**config.mk**
```make
export PLATFORM = sky130hd
export DESIGN_NAME = button_bank
export DESIGN_NICKNAME = d
export VERILOG_FILES = /design/src/rtl/button_bank.sv
export SDC_FILE = /design/constraint.sdc
export NUM_CORES = 1
export LEC_CHECK = 0
export BUFFER_PORTS_ARGS = -buffer_cell sky130_fd_sc_hd__buf_2
export CAP_MARGIN = 40
export CORE_MARGIN = 2
export CORE_UTILIZATION = 55
export DETAILED_ROUTE_END_ITERATION = 10
export PLACE_DENSITY = 0.71
export SETUP_SLACK_MARGIN = 0.5
export SYNTH_ARGS = -nofsm -noshare
export SYNTH_HDL_FRONTEND = slang
export SYNTH_SLANG_ARGS = --single-unit
```
**constraint.sdc**
```tcl
create_clock -name clk_100MHz -period 2.85 [get_ports clk_100MHz]
set_clock_uncertainty 0.05 [all_clocks]
set_input_delay 0.285 -clock clk_100MHz [delete_from_list [all_inputs] [get_ports clk_100MHz]]
set_output_delay 0.285 -clock clk_100MHz [all_outputs]
set_load 0.02 [all_outputs]
```
**src/rtl/button_bank.sv**
```systemverilog
// Multi-channel button conditioner: synchroniser, shared tick prescaler, per-channel
// debounce FSM with press/release pulses and long-press / auto-repeat events.
module button_bank #(
  parameter int unsigned N_BTN          = 4,
  parameter int unsigned TICK_DIV       = 4096,
  parameter int unsigned DEBOUNCE_TICKS = 2442,
  parameter int unsigned LONG_TICKS     = 24414,
  parameter int unsigned REPEAT_TICKS   = 0,
  parameter bit          ACTIVE_LOW     = 1'b1
) (
  input  logic             clk_100MHz,
  input  logic             rst_n,
  input  logic [N_BTN-1:0] button,
  output logic [N_BTN-1:0] button_status,
  output logic [N_BTN-1:0] press,
  output logic [N_BTN-1:0] release_pulse,
  output logic [N_BTN-1:0] long_press
);

  localparam int unsigned PRE_W    = (TICK_DIV > 1) ? $clog2(TICK_DIV) : 1;
  localparam int unsigned CNT_W    = $clog2(DEBOUNCE_TICKS + 1);
  localparam int unsigned HOLD_MAX = (LONG_TICKS > REPEAT_TICKS) ? LONG_TICKS : REPEAT_TICKS;
  localparam int unsigned HOLD_W   = $clog2(HOLD_MAX + 1);

  typedef enum logic [2:0] {
    S_REL,
    S_CONF_P,
    S_PRESSED,
    S_HELD,
    S_CONF_R
  } state_e;

  logic [N_BTN-1:0]  sync1_q, sync1_d, sync2_q, sync2_d;
  logic [PRE_W-1:0]  pre_q, pre_d;
  state_e            state_q [N_BTN];
  state_e            state_d [N_BTN];
  logic [CNT_W-1:0]  cnt_q   [N_BTN];
  logic [CNT_W-1:0]  cnt_d   [N_BTN];
  logic [HOLD_W-1:0] hold_q  [N_BTN];
  logic [HOLD_W-1:0] hold_d  [N_BTN];
  logic [HOLD_W-1:0] hold_inc_c [N_BTN];
  logic [N_BTN-1:0]  long_done_q, long_done_d;
  logic [N_BTN-1:0]  status_q, status_d;
  logic [N_BTN-1:0]  press_q, press_d;
  logic [N_BTN-1:0]  release_q, release_d;
  logic [N_BTN-1:0]  long_q, long_d;
  logic [N_BTN-1:0]  raw_c;
  logic              tick_c;

  always_comb begin
    sync1_d = button;
    sync2_d = sync1_q;
    raw_c   = sync2_q ^ {N_BTN{ACTIVE_LOW}};
    tick_c  = (pre_q == PRE_W'(TICK_DIV - 1));
    pre_d   = tick_c ? '0 : pre_q + PRE_W'(1);
  end

  // Saturating hold increment, shared by all pressed-side states.
  always_comb begin
    for (int i = 0; i < N_BTN; i++) begin
      hold_inc_c[i] = (hold_q[i] == '1) ? hold_q[i] : hold_q[i] + HOLD_W'(1);
    end
  end

  always_comb begin
    for (int i = 0; i < N_BTN; i++) begin
      state_d[i]     = state_q[i];
      cnt_d[i]       = cnt_q[i];
      hold_d[i]      = hold_q[i];
      long_done_d[i] = long_done_q[i];
      status_d[i]    = status_q[i];
      press_d[i]     = 1'b0;
      release_d[i]   = 1'b0;
      long_d[i]      = 1'b0;
      if (tick_c) begin
        unique case (state_q[i])
          S_REL: begin
            if (raw_c[i]) begin
              if (DEBOUNCE_TICKS <= 1) begin
                state_d[i]     = S_PRESSED;
                status_d[i]    = 1'b1;
                press_d[i]     = 1'b1;
                hold_d[i]      = '0;
                long_done_d[i] = 1'b0;
              end else begin
                state_d[i] = S_CONF_P;
                cnt_d[i]   = CNT_W'(1);
              end
            end
          end
          S_CONF_P: begin
            if (!raw_c[i]) begin
              state_d[i] = S_REL;
              cnt_d[i]   = '0;
            end else if (cnt_q[i] == CNT_W'(DEBOUNCE_TICKS - 1)) begin
              state_d[i]     = S_PRESSED;
              cnt_d[i]       = '0;
              status_d[i]    = 1'b1;
              press_d[i]     = 1'b1;
              hold_d[i]      = '0;
              long_done_d[i] = 1'b0;
            end else begin
              cnt_d[i] = cnt_q[i] + CNT_W'(1);
            end
          end
          S_PRESSED, S_HELD: begin
            hold_d[i] = hold_inc_c[i];
            if (!raw_c[i]) begin
              if (DEBOUNCE_TICKS <= 1) begin
                state_d[i]   = S_REL;
                status_d[i]  = 1'b0;
                release_d[i] = 1'b1;
              end else begin
                state_d[i] = S_CONF_R;
                cnt_d[i]   = CNT_W'(1);
              end
            end else if (state_q[i] == S_PRESSED) begin
              // >= so a threshold crossed while confirming a release still fires here.
              if (hold_inc_c[i] >= HOLD_W'(LONG_TICKS)) begin
                state_d[i]     = S_HELD;
                long_d[i]      = 1'b1;
                long_done_d[i] = 1'b1;
                hold_d[i]      = '0;
              end
            end else if ((REPEAT_TICKS != 0) && (hold_inc_c[i] >= HOLD_W'(REPEAT_TICKS))) begin
              long_d[i] = 1'b1;
              hold_d[i] = '0;
            end
          end
          S_CONF_R: begin
            hold_d[i] = hold_inc_c[i];
            if (raw_c[i]) begin
              state_d[i] = long_done_q[i] ? S_HELD : S_PRESSED;
              cnt_d[i]   = '0;
            end else if (cnt_q[i] == CNT_W'(DEBOUNCE_TICKS - 1)) begin
              state_d[i]   = S_REL;
              cnt_d[i]     = '0;
              status_d[i]  = 1'b0;
              release_d[i] = 1'b1;
            end else begin
              cnt_d[i] = cnt_q[i] + CNT_W'(1);
            end
          end
          default: begin
            state_d[i] = S_REL;
            cnt_d[i]   = '0;
          end
        endcase
      end
    end
  end

  always_ff @(posedge clk_100MHz) begin
    if (!rst_n) begin
      sync1_q     <= '0;
      sync2_q     <= '0;
      pre_q       <= '0;
      long_done_q <= '0;
      status_q    <= '0;
      press_q     <= '0;
      release_q   <= '0;
      long_q      <= '0;
      for (int i = 0; i < N_BTN; i++) begin
        state_q[i] <= S_REL;
        cnt_q[i]   <= '0;
        hold_q[i]  <= '0;
      end
    end else begin
      sync1_q     <= sync1_d;
      sync2_q     <= sync2_d;
      pre_q       <= pre_d;
      long_done_q <= long_done_d;
      status_q    <= status_d;
      press_q     <= press_d;
      release_q   <= release_d;
      long_q      <= long_d;
      for (int i = 0; i < N_BTN; i++) begin
        state_q[i] <= state_d[i];
        cnt_q[i]   <= cnt_d[i];
        hold_q[i]  <= hold_d[i];
      end
    end
  end

  assign button_status = status_q;
  assign press         = press_q;
  assign release_pulse = release_q;
  assign long_press    = long_q;

endmodule

```
==> out/qor.yml <==
seq_area_frac_synth_pct: 34.72
dieArea_um2: 17820
endpoint_kind: "flip-flop"
cts-root-buf: "clkbuf_16"
final_cell_mix: "nor2_1 (136), buf_4 (126), nand2_1 (123)"
synthCells: 1198
setup_viol: 0
wl_per_cell_um: 16.84
stdcell_count: 1556
power.share.switching_pct: 22.43
path_delay_family: "compound AO/OA/AOI/OAI gates"
clk_pin_slew_worst_paths_ps: 70
vdd_ir_drop_max_v: 0.0004698
syn_to_final_growth_pct: 34.12
finalHoldViolCount: 0
final_layout_size_suffix_gt1_share_pct: 31.51
async_reset_ff_share_pct: 0
cts_buffers: 17
grt_usage_pct: 26.76
startpoint_type: "flip-flop"
slew_viol_final: 0
htree_levels: 4
cts_buffer_depth: 2
drtIter0Drc: 746
syn_nets: 1217
arrival_ps: 2930
power.density_nw_per_um2: 391.1
crit_type: "flip-flop to flip-flop"
p_switching_mw: 1.086
pre_cts_ws_ps: 127.3
synth-main-ff-cell: "dfxtp_1"
outcome: "completed"
die_x_um: 133.5
synth-seq-cells: 160
synth_edf_count: 0
syn-cell-area_um2: 9225
fin_nets: 1342
fmax_ghz: 0.3775
hold_ws_ps: 19.43
hold_path.class: "input pin to flip-flop"
vias: 9477
fin_crit_sh_pct: 92.96
worstPathRequired_ps: 3130
setup_tns_ps: 0
dp.cells: 1427
antenna_found_initial: 0
cp_max_fo: 8
fp.dieH_um: 133.5
vias_per_cell: 6.091
slowest_delay_ps: 390
fin_crit_ps: 2649
critPathMostFrequentCell: "o211ai_1"
cp_cell_sequence: "and4_1, nand4_1, o311ai_1, o211ai_1, o211ai_1, buf_4, a31oi_4, a22o_1, o21a_1"
fill_cells: 1153
cts_tree: "yes"
place_congestion: 0.9795
internal-power_mw: 3.754
drt_drc_violations_left: 0
dpl.hpwl_mm: 15.01
cap_violations: 0
slew_headroom_pct: 35.52
routed_wl_mm: 26.20
core-area_um2: 16470
ios: 22
combPwrFrac_pct: 2.0
grt_max_degree: 50
slowest_stage: "dfxtp_4"
pwr-share-clk_pct: 51.8
antenna_cells: 0
cts_num_sinks: 160
drtAntennaViolNets: 0
start_util_pct: 56.03
p_seq_share_pct: 46.1
rsz0062_at_grt: "yes"
tightest_slew_ps: 966.1
synth_area_per_cell_um2: 7.700
ys_warn_count: 0
crit_buf_inv: 1
core.rowCount: 47
grt_pass1_vias: 8538
fin_ws_ps: 200.7
dr.pass1.iters: 5
p_leak_nw: 4.521
portBuffers: 21
grt_pass1_wl_mm: 39.85
clk_latency_ps: 430
final_common_cell: "nor2_1"
grt-ovfl-total: 0
synth_cell_types: 86
kinds of logic after synthesis:
| logic type | Yosys count | share of synthesized area, % |
|---|---|---|
| and+or+nand+nor | 591 | 32.94 |
| AOI/OAI and AO/OA | 254 | 18.28 |
| DFF | 160 | 34.72 |
| buffers and inverters | 99 | 4.421 |
| xor gates and xnor gates | 70 | 6.646 |
| adders and majority gates | 13 | 1.763 |
| muxes | 11 | 1.221 |
power by group through the flow:
stage | Clock, mW | Combinational [mW] | Sequential, mW
2_1_floorplan | 0 | 0.0639 | 2.30
3_3_place_gp | 0 | 0.0849 | 2.30
3_5_place_dp | 0 | 0.0859 | 2.30
4_1_cts | 2.55 | 0.0909 | 2.24
5_1_grt | 2.64 | 0.109 | 2.23
6_report | 2.51 | 0.0973 | 2.23
final cells by class:
type	instances	area [um^2]	share of cell area [%]
Timing Repair Buffer	175	1418	11.46
Clock inverter	15	217.7	1.760
Sequential cell	160	3321	26.84
Inverter	29	108.9	0.8798
Multi-Input combinational cell	940	6608	53.40
Tap cell	220	275.3	2.225
Clock buffer	17	425.4	3.438
routing by layer:
| metal | vias up | GRT usage, % | share of wire (%) |
|---|---|---|---|
| met5 | - | 0 | 0 |
| met4 | 0 | 10.87 | 3.4 |
| met2 | 350 | 44.64 | 49 |
| met3 | 91 | 4.642 | 5.7 |
| met1 | 4470 | 34.42 | 42 |
| li1 | 4566 | - | - |
flip-flops by register name (all words and copies together), names as in the netlist:
name / cells
state_q: 12
sync2_q: 4
button_status: 4
sync1_q: 4
long_done_q: 4
long_press: 4
pre_q: 12
hold_q: 60
release_pulse: 4
press: 4
cnt_q: 48
what timing repair did:
item | 4_1_cts | 5_1_grt
gates resized for setup | 96 | 181
hold buffers | 2 | 0
buffers inserted | 57 | 33
pin swaps | 35 | 87
hold endpoints to repair | 2 | 0
endpoints found under the setup margin | 76 | 103
gates cloned | 2 | 3
Yosys cell counts (all sizes together), types with 4 or more instances:
cell type	instances	area, um^2
nand4	35	231.5
and4b	4	40.04
o211ai	10	75.07
inv	29	108.9
nor3	39	195.2
nor3b	12	95.09
xnor2	26	227.7
or4	8	60.06
buf	19	105.1
nand2b	13	81.33
o21a	5	37.54
dfxtp	160	3203
nand2	133	499.2
or2	5	31.28
o21ai	64	320.3
a211oi	7	57.55
a21oi	65	340.3
nand3b	5	37.54
nor4b	7	76.32
nor2b	11	68.82
mux2i	9	90.09
and2	19	118.9
and4	15	131.4
o22ai	5	31.28
o211a	4	40.04
nand3	63	315.3
nor2	154	578.1
clkbuf	51	193.9
and3	31	193.9
xor2	44	385.4
o31ai	8	60.06
or3	19	123.9
a31oi	18	118.9
ha	13	162.7
a21boi	18	135.1
nor4	11	96.34
worst paths after layout:
kind         slack, ps          from  cells past startpoint            to
min                 20     button[3]                      2    sync1_q[3]
max                200  hold_q[1][7]                      9  hold_q[1][3]
max reg2reg        200  hold_q[1][7]                      9  hold_q[1][3]
min reg2reg        390    sync1_q[1]                      1    sync2_q[1]
per-stage QoR:
step | util [%] | total power, mW | area, um^2
CTS | 68.90 | 4.872 | 11340
finish | 75.14 | 4.839 | 12370
floorplan | - | 2.362 | 9415
detailed placement | 60.21 | 2.389 | 9915
global route | 75.14 | 4.979 | 12370
global placement | 60.21 | 2.387 | 9915
Power figures use the tool's default switching activity.
